===== config.mk =====
export PLATFORM = sky130hd
export DESIGN_NAME = vga_tile_scan
export DESIGN_NICKNAME = d
export VERILOG_FILES = /design/src/rtl/vga_tile_scan.sv
export SDC_FILE = /design/constraint.sdc
export NUM_CORES = 1
export LEC_CHECK = 0
export CORE_ASPECT_RATIO = 0.75
export CORE_MARGIN = 10
export CORE_UTILIZATION = 30
export CTS_BUF_LIST = sky130_fd_sc_hd__clkbuf_4
export CTS_CLUSTER_SIZE = 8
export DETAILED_ROUTE_END_ITERATION = 10
export HOLD_SLACK_MARGIN = 0.15
export SLEW_MARGIN = 20
export SYNTH_ARGS = -nofsm -noshare
export SYNTH_HDL_FRONTEND = slang
export SYNTH_SLANG_ARGS = --single-unit
export TNS_END_PERCENT = 1

===== constraint.sdc =====
create_clock -name i_clk -period 1.8 [get_ports i_clk]
set_input_delay 0.27 -clock i_clk [delete_from_list [all_inputs] [get_ports i_clk]]
set_output_delay 0.27 -clock i_clk [all_outputs]
set_load 0.01 [all_outputs]

===== src/rtl/vga_tile_scan.sv =====
// vga_tile_scan: VGA timing with tile row/col lookup, i_draw pipeline alignment and RGB333 output
module vga_tile_scan #(
   parameter int         H_ACTIVE     = 640,
   parameter int         H_FRONT      = 16,
   parameter int         H_SYNC       = 96,
   parameter int         H_BACK       = 48,
   parameter int         V_ACTIVE     = 480,
   parameter int         V_FRONT      = 10,
   parameter int         V_SYNC       = 2,
   parameter int         V_BACK       = 33,
   parameter int         TILE_SHIFT   = 4,
   parameter int         DRAW_LATENCY = 1,
   parameter logic [8:0] FG_COLOR     = 9'h1FF
) (
   input  logic       i_clk,
   input  logic       i_rst,
   input  logic       i_draw,
   output logic [5:0] o_row,
   output logic [5:0] o_col,
   output logic       o_hsync,
   output logic       o_vsync,
   output logic [2:0] o_red,
   output logic [2:0] o_grn,
   output logic [2:0] o_blu,
   output logic       o_frame_start
);
   localparam int HT = H_ACTIVE + H_FRONT + H_SYNC + H_BACK;
   localparam int VT = V_ACTIVE + V_FRONT + V_SYNC + V_BACK;
   localparam int HW = $clog2(HT);
   localparam int VW = $clog2(VT);
   logic [HW-1:0] h;
   logic [VW-1:0] v;
   logic run, h_end, v_end, act, hs_raw, vs_raw;
   logic [DRAW_LATENCY:0] act_p, hs_p, vs_p;
   always_comb begin
      h_end  = h == HW'(HT - 1);
      v_end  = v == VW'(VT - 1);
      act    = run && h < HW'(H_ACTIVE) && v < VW'(V_ACTIVE);
      hs_raw = !(run && h >= HW'(H_ACTIVE + H_FRONT) && h < HW'(H_ACTIVE + H_FRONT + H_SYNC));
      vs_raw = !(run && v >= VW'(V_ACTIVE + V_FRONT) && v < VW'(V_ACTIVE + V_FRONT + V_SYNC));
   end
   always_ff @(posedge i_clk or posedge i_rst)
      if (i_rst) begin
         run <= 1'b0;
         h   <= '0;
         v   <= '0;
      end else begin
         run <= 1'b1;
         if (run) begin
            h <= h_end ? '0 : h + 1'b1;
            if (h_end)
               v <= v_end ? '0 : v + 1'b1;
         end
      end
   always_ff @(posedge i_clk or posedge i_rst)
      if (i_rst) begin
         o_row         <= '1;
         o_col         <= '1;
         o_frame_start <= 1'b0;
         act_p         <= '0;
         hs_p          <= '1;
         vs_p          <= '1;
         o_hsync       <= 1'b1;
         o_vsync       <= 1'b1;
         {o_red, o_grn, o_blu} <= '0;
      end else begin
         o_row         <= act ? 6'(v >> TILE_SHIFT) : '1;
         o_col         <= act ? 6'(h >> TILE_SHIFT) : '1;
         o_frame_start <= run && h == '0 && v == '0;
         act_p         <= {act_p[DRAW_LATENCY-1:0], act};
         hs_p          <= {hs_p[DRAW_LATENCY-1:0], hs_raw};
         vs_p          <= {vs_p[DRAW_LATENCY-1:0], vs_raw};
         o_hsync       <= hs_p[DRAW_LATENCY];
         o_vsync       <= vs_p[DRAW_LATENCY];
         {o_red, o_grn, o_blu} <= act_p[DRAW_LATENCY] && i_draw ? FG_COLOR : '0;
      end
endmodule


==> summary.md <==
| Metric | Value |
|---|---|
| Tot Pwr | 1.99 mW |
| Final Hold Slack | 251 ps |
| Routed wire length | 3750 microns |
| Mean post-synth cell area | 11.3 sq um |
| Worst skew pair latency | 360 ps |
| Drt drc | 0 |
| Initial antenna violation count | 0 |
| Worst Path Buf+Inv | 1 |
| First-pass iteration count of the detailed router | 5 |
| H-tree depth | 2 |
| Setup crit start | o_row[0] |
| Post-Layout Cell Count | 275 |
| Via/cell ratio | 4.71 |
| Root buffer cell | clkbuf_4 |
| Synth Flop Type | dfrtp_1 |
| Mapped Area | 0.00189 sq mm |
| Initial DRC Count | 83 |
| IO Pins | 27 |
| Initial Util | 31.7% |
| Placed Area | 0.00224 sq mm |
| Crit-path slowest cell | dfstp_2 |
| Vias in the first global route | 1,263 |
| Number of synthesized flops with an enable pin | 0 |
| Detail Placement HPWL | 2680 microns |
| Slew Limit Fails | 0 |
| Hold Vio Cnt, Final | 0 |
| Sw frac | 29.1% |
| Setup slack after layout | 95.7 ps |
| Post-synth top area cell | dfrtp_1 |
| Largest net degree at the start of global routing | 44 |
| Die height | 88.8 microns |
| Critical path capture point type | output port |
| Core Util, Final | 38.5% |
| Setup Slack @ Placement | 134 ps |
| R2R setup slack | 150 ps |
| Startpoint class of the critical path | flop |
| RSZ-0062 raised after global routing | false |
| Pleak | 1.00 nW |
| Yosys reg bits | 43 |
| Clk_skew | 11.8 ps |
| Min cycle time layout | 1700 ps |
| Combinational power share | 16.9% |
| Number of port buffers | 26 |
| Sequential Power Share | 58.6% |
| Pwr dens | 864 mW/mm^2 |
| Rows | 24 |
| Worst min-delay path class | primary input to async pin |
| Cell-internal power | 1.41 mW |
| Number of setup violations in the final report | 0 |
| Dpl cells | 267 |
| Vias | 1,295 |
| Worst EP required | 1530 ps |
| Nets | 203 |
| Die Area | 0.00992 sq mm |
| Register area | 0.00110 sq mm |
| CTS Buffer Depth | 2 |
| Post-CTS Hold Fix Bufs | 0 |
| Core Area | 0.00598 sq mm |
| Unique masters post-synth | 37 |
| Worst-path cell chain | clkdlybuf4s50_1 |
| Switch Pwr | 578 uW |
| CTS tree | built |
| Final Instance Area | 0.00230 sq mm |
| Mapped Cells | 167 |
| CP peak stage delay | 550 ps |
| Synth Warn # | 0 |
| Clock Sinks | 43 |
| Status | completed |
| Routability cong. | 0.836 |
| Register area share after synthesis | 58.1% |
| First-pass GRT wire length | 6440 microns |
| Post-Synthesis Net Count | 174 |
| Fmax | 587 MHz |
| Die width | 112 microns |
| Crit Path Class | flop to output port |
| Top cells by area, synth | dfrtp_1 33%, dfstp_2 25%, buf_4 4.4% |
| Area fraction of the dominant cell type after synthesis | 33.1% |
| Asr flop ratio synth | 100% |
| VDD IR max | 268 uV |
| Clock group share of total power | 24.5% |
| Clock slew at reported path FFs | 130 ps |
| Number of fill cells in the layout | 589 |
| CP max FO | 1 |
| Fin crit share | 94.7% |
| Layout cell share with drive strength beyond 1 | 23.9% |
| Crit Reg-Reg Startpoint | h[0] |
| Inserted Clock Buffers | 5 |
| Worst Path Arrival | 1430 ps |
| WL/cell | 13.6 microns |
| N_diodes | 0 |
| Post-route ant nets | 0 |
| Top cells by count, synth | 25 x dfrtp_1, 18 x dfstp_2, 12 x nand2_1, 12 x nand3_1, 11 x buf_4 |
| Grt total ovfl | 0 |
| Max Cap Violations | 0 |
| Top-count cell post-synth | dfrtp_1 |
| Kind of cell adding the most delay to the critical path | flip-flops |
| Area of the multi-input gates | 673 sq um |
| GRT Util Overall | 8.12% |
| TNS Setup | 0 ps |
| Synth-to-Final Area Change | 21.6% |
==> state kept, by name, summed over array words and instances, names as in the netlist <==
register	flops
h	10
v	10
o_col	6
o_row	6
act_p	2
hs_p	2
vs_p	2
o_blu	1
o_frame_start	1
o_hsync	1
o_vsync	1
run	1
==> kinds of logic (layout without fill, tap and decap cells) <==
kind of cell	count (synthesis)	after routing	synth area share [%]
and+or+nand+nor	76	76	24.0
DFF	43	43	58.1
buffers and inverters	22	52	6.61
xor gates and xnor gates	11	11	5.09
AOI/OAI and AO/OA	8	8	2.32
adders and majority gates	4	4	2.65
muxes	2	2	1.06
other	1	1	0.198
==> layer usage <==
layer  global-route usage [%]  wire [microns]  vias to the layer above
li1                         -               -                      618
met1                     11.2            1930                      627
met2                     10.7            1440                       40
met3                     3.38             306                       10
met4                     3.49              64                        0
met5                        0               0                        -
==> cell usage in the layout (no fill, tap or decap), types with 3 or more instances in the layout <==
cell type / n
nand2_1: 12
xor2_1: 4
nand3_1: 12
or2_2: 3
nand4_1: 9
clkdlybuf4s50_1: 26
buf_4: 8
or3_1: 3
ha_1: 4
nor2_1: 8
or2_1: 6
clkbuf_4: 6
dfstp_2: 18
xnor2_1: 7
dfrtp_1: 24
inv_1: 9
o21ai_0: 4
==> final timing paths <==
check	cells past startpoint	end
max in group asynchronous	3	o_col[2]
worst min-delay path	3	h[9]
worst max register to register	5	v[9]
min in group i_clk	0	act_p[1]
worst max-delay path	1	o_row[0]
worst min register to register	0	act_p[1]
==> repair_timing <==
| item | 4_1_cts | 5_1_grt |
|---|---|---|
| endpoints found under the setup margin | 0 | 6 |
| gates resized for setup | 0 | 2 |
| buffers inserted | 0 | 0 |
==> power groups by stage <==
stage                     registers, mW  logic [mW]  clock network, mW
after floorplan                    1.15       0.244                  0
after global placement             1.17       0.335                  0
after detailed placement           1.18       0.337                  0
after CTS                          1.16       0.338              0.512
after global routing               1.18       0.379              0.559
final                              1.16       0.336              0.488
==> area by class of cell <==
| type | instances | area share, % |
|---|---|---|
| timing repair buffer | 35 | 14.8 |
| inverter | 9 | 1.47 |
| sequential | 43 | 47.8 |
| tap | 78 | 4.24 |
| clock buffer | 6 | 1.96 |
| multi-input combinational | 102 | 29.3 |
| clock inverter | 2 | 0.489 |
No activity file was read; power rests on OpenSTA's default activity.
==> edit, RTL diff (config.mk and constraints unchanged) <==
`H_BACK`: 48 -> 24.
--- a/src/rtl/vga_tile_scan.sv
+++ b/src/rtl/vga_tile_scan.sv
@@ -3,7 +3,7 @@
    parameter int         H_ACTIVE     = 640,
    parameter int         H_FRONT      = 16,
    parameter int         H_SYNC       = 96,
-   parameter int         H_BACK       = 48,
+   parameter int         H_BACK       = 24,
    parameter int         V_ACTIVE     = 480,
    parameter int         V_FRONT      = 10,
    parameter int         V_SYNC       = 2,
Behaviour: same outputs for any inputs over 10 cycles, from zero or initial values and one cycle with i_rst high; that may be too few to reach the edited logic, so the function may still have changed.
==> edit against the unedited design <==
Area after synthesis rose by 1.9%; global-route usage shrank 0.44 points; sequential cell count unchanged; routed wire length is 4.6% lower; via count shrank 4.2%; design area rose by 2.6%; power is 1.5% higher; count of clock-buffer cells in the layout is the same; worst setup slack improved by 0.019 ns; critical path type unchanged; largest cell class unchanged.
==> edit: results (changes against the unedited design) <==
status completed (unchanged); # placed instances 268 (was 267); M2 GR Usage 10.28% (was 10.72%); layout cells sized above 1 25.64% (was 23.86%); Clock-cell share 2.438% (was 2.447%); Seq/Total Area, Yosys 57.01% (was 58.07%); gp weighted congestion 0.8316 (was 0.8364); M1 WL 1.820 mm (was 1.932 mm); Fillers 624 (was 589); top cells by area, synth dfrtp_1 32%, dfstp_2 25%, and3_1 3.2%, xnor2_1 3.2%, buf_4 3.1% (was dfrtp_1 33%, dfstp_2 25%, buf_4 4.4%, xnor2_1 3.2%, nand3_1 3.2%); Inverters excl. clock 7 (was 9); DR vias/cell 4.493 (was 4.709); Setup Skew 0.005196 ns (was 0.01178 ns); met1 GRT Util 10.36% (was 11.21%); DP Wirelength 2.670 mm (was 2.681 mm); Worst Setup EP o_row[1] (was o_row[0]); met2 WL 1.397 mm (was 1.442 mm); Data buffer area share 15.69% (was 14.79%); Total Wirelength 3.575 mm (was 3.746 mm); Non-CTS buffers 39 (was 35); M3 GR Usage 3.421% (was 3.381%); Synth Area in Compound Gates 5.260% (was 2.315%); Reg-to-Reg End v[6] (was v[9]); Worst Reg-to-Reg Cells 6 (was 5); DRT Pass-1 Iters 4 (was 5); fraction of area in multi-input gates 29.89% (was 29.26%); # rows 25 (was 24); #MultiIn Comb 98 (was 102); via count 1,240 (was 1,295); Clk Latency, worst-skew pair 0.34 ns (was 0.36 ns); GR Util All Layers 7.680% (was 8.124%); Mapped Nets 169 (was 174); first-pass GRT wire length 6.210 mm (was 6.444 mm); drt initial violations 81 (was 83); Synth top cells by count 25 x dfrtp_1, 18 x dfstp_2, 10 x and3_1 (was 25 x dfrtp_1, 18 x dfstp_2, 12 x nand2_1, 12 x nand3_1, 11 x buf_4); DR WL met3 324 um (was 306 um)
-- edit: cell count changes after synthesis, moves of 3 or more --
| cell | delta |
|---|---|
| buf_6 | +3 |
| and3_1 | +7 |
| buf_4 | -3 |
| a31oi_1 | +3 |
| nand2_1 | -5 |
| nand3_1 | -6 |
-- edit: power by group --
group,switching [mW],internal (mW),leakage [nW],total (mW)
logic,0.192,0.224,0.533,0.415
clock network,0.306,0.166,0.0317,0.472
registers,0.0667,1.06,0.519,1.13
-- edit: stage by stage --
step                      setup WS, ns  power, mW  utilization (%)  hold WS [ns]
after global routing           0.01121      2.139            37.74        0.2991
after CTS                      0.01632      2.049            37.54        0.2716
final                           0.1149      2.018            37.74        0.2766
after global placement         0.03452      1.558            36.60        0.3344
after floorplan                 0.2192      1.419                -        0.3312
after detailed placement      0.006172      1.569            36.60        0.3362
-- edit: what timing repair did --
action | in CTS | in global routing
endpoints found under the setup margin | 1 | 9
resized for setup | 1 | 4
pin swaps | 0 | 0
hold buffers | 0 | 0
